`src/rtl/id_bypass_stage.sv`:
```
// ---------------------------------------------------------------------------
// id_bypass_stage
//
// Instruction-decode pipeline register with operand bypassing.
// Holds the instruction delivered by IF, reads its source register numbers
// out of the held instruction word, and selects each operand from the
// youngest forwarding source that writes that register (or from the
// register file when no source matches). If the chosen source cannot supply
// its result yet, the stage stalls and counts the stalled cycles.
//
// Ports
//   clk, rst                  clock, asynchronous active-high reset
//   if_valid_in               IF presents a valid instruction
//   if_PC_in/NNPC/Instruct    IF payload
//   id_allowin_out            ID accepts a new instruction this cycle
//   rd1_en_in, rd2_en_in      held instruction actually reads rs / rt
//   id_RR1_out, id_RR2_out    register-file read numbers (rs, rt)
//   rf_RD1_in, rf_RD2_in      register-file read data
//   fwd_valid_in/rdy_in       per-source: writes a register / result ready
//   fwd_wnum_in, fwd_data_in  per-source destination and data, packed
//   exe_allowin_in            EXE can accept
//   flush_in                  kill the ID contents and the incoming instr
//   id_valid_out              ID hands a valid instruction to EXE
//   id_PC/NNPC/Instruct_out   held payload
//   id_RD1_out, id_RD2_out    bypassed operands
//   id_stall_cnt_out          saturating hazard-stall cycle count
// ---------------------------------------------------------------------------
module id_bypass_stage #(
    parameter int          DATA_W   = 32,
    parameter int          NUM_FWD  = 3,
    parameter logic [31:0] RESET_PC = 32'hBFC00000,
    parameter int          CNT_W    = 16
) (
    input  logic                      clk,
    input  logic                      rst,
    input  logic                      if_valid_in,
    output logic                      id_allowin_out,
    input  logic [31:0]               if_PC_in,
    input  logic [31:0]               if_NNPC_in,
    input  logic [31:0]               if_Instruct_in,
    input  logic                      rd1_en_in,
    input  logic                      rd2_en_in,
    output logic [4:0]                id_RR1_out,
    output logic [4:0]                id_RR2_out,
    input  logic [DATA_W-1:0]         rf_RD1_in,
    input  logic [DATA_W-1:0]         rf_RD2_in,
    input  logic [NUM_FWD-1:0]        fwd_valid_in,
    input  logic [NUM_FWD-1:0]        fwd_rdy_in,
    input  logic [5*NUM_FWD-1:0]      fwd_wnum_in,
    input  logic [DATA_W*NUM_FWD-1:0] fwd_data_in,
    input  logic                      exe_allowin_in,
    input  logic                      flush_in,
    output logic                      id_valid_out,
    output logic [31:0]               id_PC_out,
    output logic [31:0]               id_NNPC_out,
    output logic [31:0]               id_Instruct_out,
    output logic [DATA_W-1:0]         id_RD1_out,
    output logic [DATA_W-1:0]         id_RD2_out,
    output logic [CNT_W-1:0]          id_stall_cnt_out
);

    function automatic logic [CNT_W-1:0] sat_inc(input logic [CNT_W-1:0] v);
        return (&v) ? v : v + CNT_W'(1);
    endfunction

    logic              vld_p0;
    logic [31:0]       pc_p0;
    logic [31:0]       nnpc_p0;
    logic [31:0]       instr_p0;
    logic [CNT_W-1:0]  stall_cnt_p0;

    logic [4:0]        rr1;
    logic [4:0]        rr2;
    logic [DATA_W-1:0] rd1;
    logic [DATA_W-1:0] rd2;
    logic              hit1;
    logic              hit2;
    logic              rdy1;
    logic              rdy2;
    logic              hazard;
    logic              ready;
    logic              accept;

    // ---- stage p0: operand select on the held instruction ----
    assign rr1 = instr_p0[25:21];
    assign rr2 = instr_p0[20:16];

    // Scan from oldest to youngest so the lowest-index match is the one
    // left standing; its ready bit alone decides the hazard.
    always_comb begin
        rd1  = rf_RD1_in;
        rd2  = rf_RD2_in;
        hit1 = 1'b0;
        hit2 = 1'b0;
        rdy1 = 1'b1;
        rdy2 = 1'b1;
        for (int i = NUM_FWD - 1; i >= 0; i--) begin
            if (fwd_valid_in[i] && rd1_en_in && (rr1 != 5'd0) &&
                (fwd_wnum_in[i*5 +: 5] == rr1)) begin
                rd1  = fwd_data_in[i*DATA_W +: DATA_W];
                hit1 = 1'b1;
                rdy1 = fwd_rdy_in[i];
            end
            if (fwd_valid_in[i] && rd2_en_in && (rr2 != 5'd0) &&
                (fwd_wnum_in[i*5 +: 5] == rr2)) begin
                rd2  = fwd_data_in[i*DATA_W +: DATA_W];
                hit2 = 1'b1;
                rdy2 = fwd_rdy_in[i];
            end
        end
        // $zero always reads as zero, whatever the sources claim
        if (rr1 == 5'd0) rd1 = '0;
        if (rr2 == 5'd0) rd2 = '0;
    end

    assign hazard = vld_p0 && ((hit1 && !rdy1) || (hit2 && !rdy2));
    assign ready  = !hazard;

    assign id_allowin_out = !vld_p0 || (ready && exe_allowin_in) || flush_in;
    assign id_valid_out   = vld_p0 && ready && !flush_in;
    assign accept         = id_allowin_out && if_valid_in && !flush_in;

    // ---- stage boundary: IF -> ID registers ----
    always_ff @(posedge clk or posedge rst) begin
        if (rst) begin
            vld_p0       <= 1'b0;
            pc_p0        <= RESET_PC;
            nnpc_p0      <= RESET_PC + 32'd8;
            instr_p0     <= 32'd0;
            stall_cnt_p0 <= '0;
        end else begin
            if (id_allowin_out) begin
                vld_p0 <= if_valid_in && !flush_in;
            end
            if (accept) begin
                pc_p0    <= if_PC_in;
                nnpc_p0  <= if_NNPC_in;
                instr_p0 <= if_Instruct_in;
            end
            if (hazard && !flush_in) begin
                stall_cnt_p0 <= sat_inc(stall_cnt_p0);
            end
        end
    end

    assign id_RR1_out       = rr1;
    assign id_RR2_out       = rr2;
    assign id_RD1_out       = rd1;
    assign id_RD2_out       = rd2;
    assign id_PC_out        = pc_p0;
    assign id_NNPC_out      = nnpc_p0;
    assign id_Instruct_out  = instr_p0;
    assign id_stall_cnt_out = stall_cnt_p0;

endmodule

```
`config.mk`:
```
export PLATFORM = sky130hd
export DESIGN_NAME = id_bypass_stage
export DESIGN_NICKNAME = d
export VERILOG_FILES = /design/src/rtl/id_bypass_stage.sv
export SDC_FILE = /design/constraint.sdc
export NUM_CORES = 1
export LEC_CHECK = 0
export BUFFER_PORTS_ARGS = -buffer_cell sky130_fd_sc_hd__buf_2
export CORE_AREA = 2 2 183 185
export DETAILED_ROUTE_END_ITERATION = 8
export DIE_AREA = 0 0 185 187
export MAX_ROUTING_LAYER = met4
export SLEW_MARGIN = 15
export SYNTH_ARGS = -nofsm -noshare
export SYNTH_HDL_FRONTEND = slang
export SYNTH_SLANG_ARGS = --single-unit
```
`constraint.sdc`:
```
create_clock -name clk -period 4.1 [get_ports clk]
set_input_delay 0.615 -clock clk [delete_from_list [all_inputs] [get_ports clk]]
set_output_delay 0.615 -clock clk [all_outputs]
set_load 0.1 [all_outputs]
```
==> out/results.txt <==
For the clock skew, the log shows 0.009109 ns. The die span in y is 187 um. In this run the tool buffered the top-level ports with 471 buffer cells. The largest total area in the synthesized netlist belongs to sky130_fd_sc_hd__dfrtp_1. Worst-case hold slack: 0.3672 ns. The final number of max-transition violations is 0. The effective utilization at floorplan is 0.2134. The remaining global-route overflow came out at 0. After detailed routing, the average wire length per cell comes to 17.13 um. The tools report the number of nets with antenna violations after detailed routing as 0. The global router's overall resource usage came out at 0.1585.

The run gives 0.3346 as the post-layout utilization of the core. Prior to clock tree synthesis, the placed netlist has a worst setup slack of 0.4281 ns. For the cell count after placement, the log shows 1,584. The width of the chip came out at 185 um. The hold violation total from the final report came out at 0. The final routed DRC violation total is 0. By area the synthesized netlist is led by sky130_fd_sc_hd__dfrtp_1, sky130_fd_sc_hd__mux2_2, sky130_fd_sc_hd__mux2i_1. Synthesis produced 710 cells. Data arrives at the worst endpoint at 3.36 ns.

TritonCTS sink count: 113. The static leakage was 5.059 nW; the post-synthesis average cell area was 9.876 um2. The clock passes through at most 2 buffers.

STA puts the critical path data required time at 3.48 ns. The first detailed-routing pass ran for 4 iterations. The portion of the clock cycle consumed by the worst path in the final layout is 0.9694, and the filler-free cell count of the finished design is 1,621. The maximum ir drop on the vdd rail is 432.0 uV, and the area fraction of the dominant cell type after synthesis is 0.3355.

Counting I/O delays and the setup requirement, the final critical path takes 3.975 ns. The ratio of total power to cell area works out to 546.3 nW/um2. Commonest register cell after synthesis: sky130_fd_sc_hd__dfrtp_1. The worst relative slew slack is 0.3479.

Setup repair after global routing left no endpoint under its margin. Entering global routing, the biggest net connects 65 pins. Across the run, the number of max-cap violations was 0. The synthesized design contains 0 enable-type register cells. In this run, synthesis produced a sequential element count of 113. The worst hold path class is input pin to asynchronous set/reset pin. The run gives 7,471 as the number of global-route vias before repair. TritonCTS built the clock tree. The clock tree synthesis step divided the H-tree into 4 levels. The fraction of final layout cells with drive strength greater than 1 is 0.5779.

The area growth from synthesis to layout came out at 56.83%. For the number of antenna violations at the first check in global routing, the log shows 6. Clock latency on the worst-skew pair, taken at its later pin, is 0.41 ns. Sequential-to-total area share from yosys stat: 0.4067. The flow ran to the end, and the final reports show no timing, DRC or antenna violations. The congestion estimate from routability-driven global placement came to 0.8374.

The commonest cells after synthesis are sky130_fd_sc_hd__nor2_1, sky130_fd_sc_hd__dfrtp_1, sky130_fd_sc_hd__a21oi_1. The kind of critical path was flip-flop to output pin. The number of rows created at floorplan was 67.

The maximum clock rate came out at 251.6 MHz. Library cell with the highest instance count after synthesis: sky130_fd_sc_hd__nor2_1. The proportion of synthesized flip-flops having asynchronous set or reset works out to 1.000. Area of the placeable core: 32,860 um2.

For the net count of the finished layout, the log shows 1,440. STA classifies the critical path endpoint as an output pin. The transition time at the pin with the least slew margin is 0.9781 ns. When the netlist entered floorplanning its net count stood at 995. The mapped netlist covers 7012 um2. Yosys warning count: 0. The initial detailed-routing violation count came out at 190. Buffers inserted during clock tree synthesis total 17.

The clock slew at the register clock pins of the worst setup and hold paths was 0.06 ns; the number of failing setup endpoints in the final timing report was 0. In this run, post-CTS hold repair placed 0 buffers. In the routed layout, each cell is associated on average with a via count of 4.457.

The die covers 34,600 um2. The worst setup path is launched from a flip-flop. The biggest fanout along the worst timing path is 32, and the number of vias in the routed layout is 7,225. Clock tree synthesis selected as its root buffer the cell sky130_fd_sc_hd__clkbuf_16. In this run, distinct cell masters in the synthesized netlist total 39.

The global-route wire length before repair was 41,170 um; the half-perimeter wire length after detailed placement was 22,460 um. During I/O placement, the number of pins put on the boundary was 472. For this block, the routed nets add up to 27,760 um of wire.

After layout, the worst setup slack is 0.1253 ns.
-- final cells by class --
| class | instances | area [um2] |
|---|---|---|
| diodes | 5 | 12.51 |
| clock buffers | 21 | 470.5 |
| clock inverters | 11 | 128.9 |
| fillers | 3438 | 21860 |
| inverters | 5 | 21.27 |
| multi-input cells | 527 | 4308 |
| flip-flops and latches | 113 | 2851 |
| well taps | 448 | 560.5 |
| repair buffers | 491 | 2644 |
-- cell usage in the layout, fill, tap and decap left out, drive strengths merged, types with 3 or more instances in the layout --
cell and instances:
a211oi 64, nand2 10, nand2b 3, nor4 5, mux2i 64, inv 7
xnor2 15, diode 5, or4 3, clkbuf 22, a21oi 66, dfstp 19
clkinvlp 5, xor2 30, nand3 6, mux2 97, dfrtp 94, and4 7
nor2 138, buf 490
-- sequential cells by signal, summed over array words and instances, names as in the netlist --
name / flops
id_PC_out: 32
vld_p0: 1
id_Instruct_out: 32
id_NNPC_out: 32
id_stall_cnt_out: 16
-- worst max-delay path, stage by stage, from the launching register on --
cell and delay (ns):
sky130_fd_sc_hd__dfrtp_1 0.52, sky130_fd_sc_hd__or4_1 0.63, sky130_fd_sc_hd__o21a_1 0.23, sky130_fd_sc_hd__and4_2 0.24
sky130_fd_sc_hd__buf_12 0.17, sky130_fd_sc_hd__mux2i_1 0.18, sky130_fd_sc_hd__a211oi_1 0.27, sky130_fd_sc_hd__a21oi_1 0.11
sky130_fd_sc_hd__nor2_4 0.10, sky130_fd_sc_hd__buf_2 0.43
-- report_power, final --
| part | internal (mW) | switching, mW |
|---|---|---|
| Combinational | 0.570 | 2.51 |
| Sequential | 1.32 | 0.129 |
| Clock | 0.945 | 0.537 |
| Total | 2.83 | 3.17 |
-- through the flow --
stage	cell area, um2	total power [mW]	setup TNS, ns
global placement	10380	4.535	0
global route	11000	6.216	0
finish	11000	6.007	0
detailed placement	10380	4.553	0
floorplan	7467	3.964	-0.04717
CTS	10980	6.056	0
-- final timing paths --
check	endpoint	slack (ns)	depth (start not counted)	from
max	id_RD1_out[10]	0.13	9	id_Instruct_out[24]
min reg2reg	id_PC_out[21]	0.48	1	id_PC_out[21]
max reg2reg	id_NNPC_out[21]	0.51	10	id_Instruct_out[24]
max in group asynchronous	id_NNPC_out[25]	2.85	3	rst
min in group clk	id_PC_out[12]	0.42	2	if_PC_in[12]
min	id_Instruct_out[0]	0.37	2	rst
-- cells by family (layout without fill, tap and decap cells) --
kind of cell,after synthesis,in the layout,synth area share
xor gates and xnor gates,45,45,0.05621
and+or+nand+nor,184,184,0.1163
DFF,113,113,0.4067
buffers and inverters,70,528,0.04836
AOI/OAI and AO/OA,136,136,0.1235
other,0,5,0
muxes,161,161,0.2471
adders and majority gates,1,1,0.001784
-- timing repair --
item                       CTS  global route
resized for setup            0             2
setup endpoints to repair    0            26
setup buffers                0             0
-- layer usage --
metal,share of wire,global-route usage
met1,0.41,0.1795
met2,0.50,0.2786
met3,0.075,0.03933
met4,0.014,0.03846
met5,0,-
No activity file was read; power rests on OpenSTA's default activity.
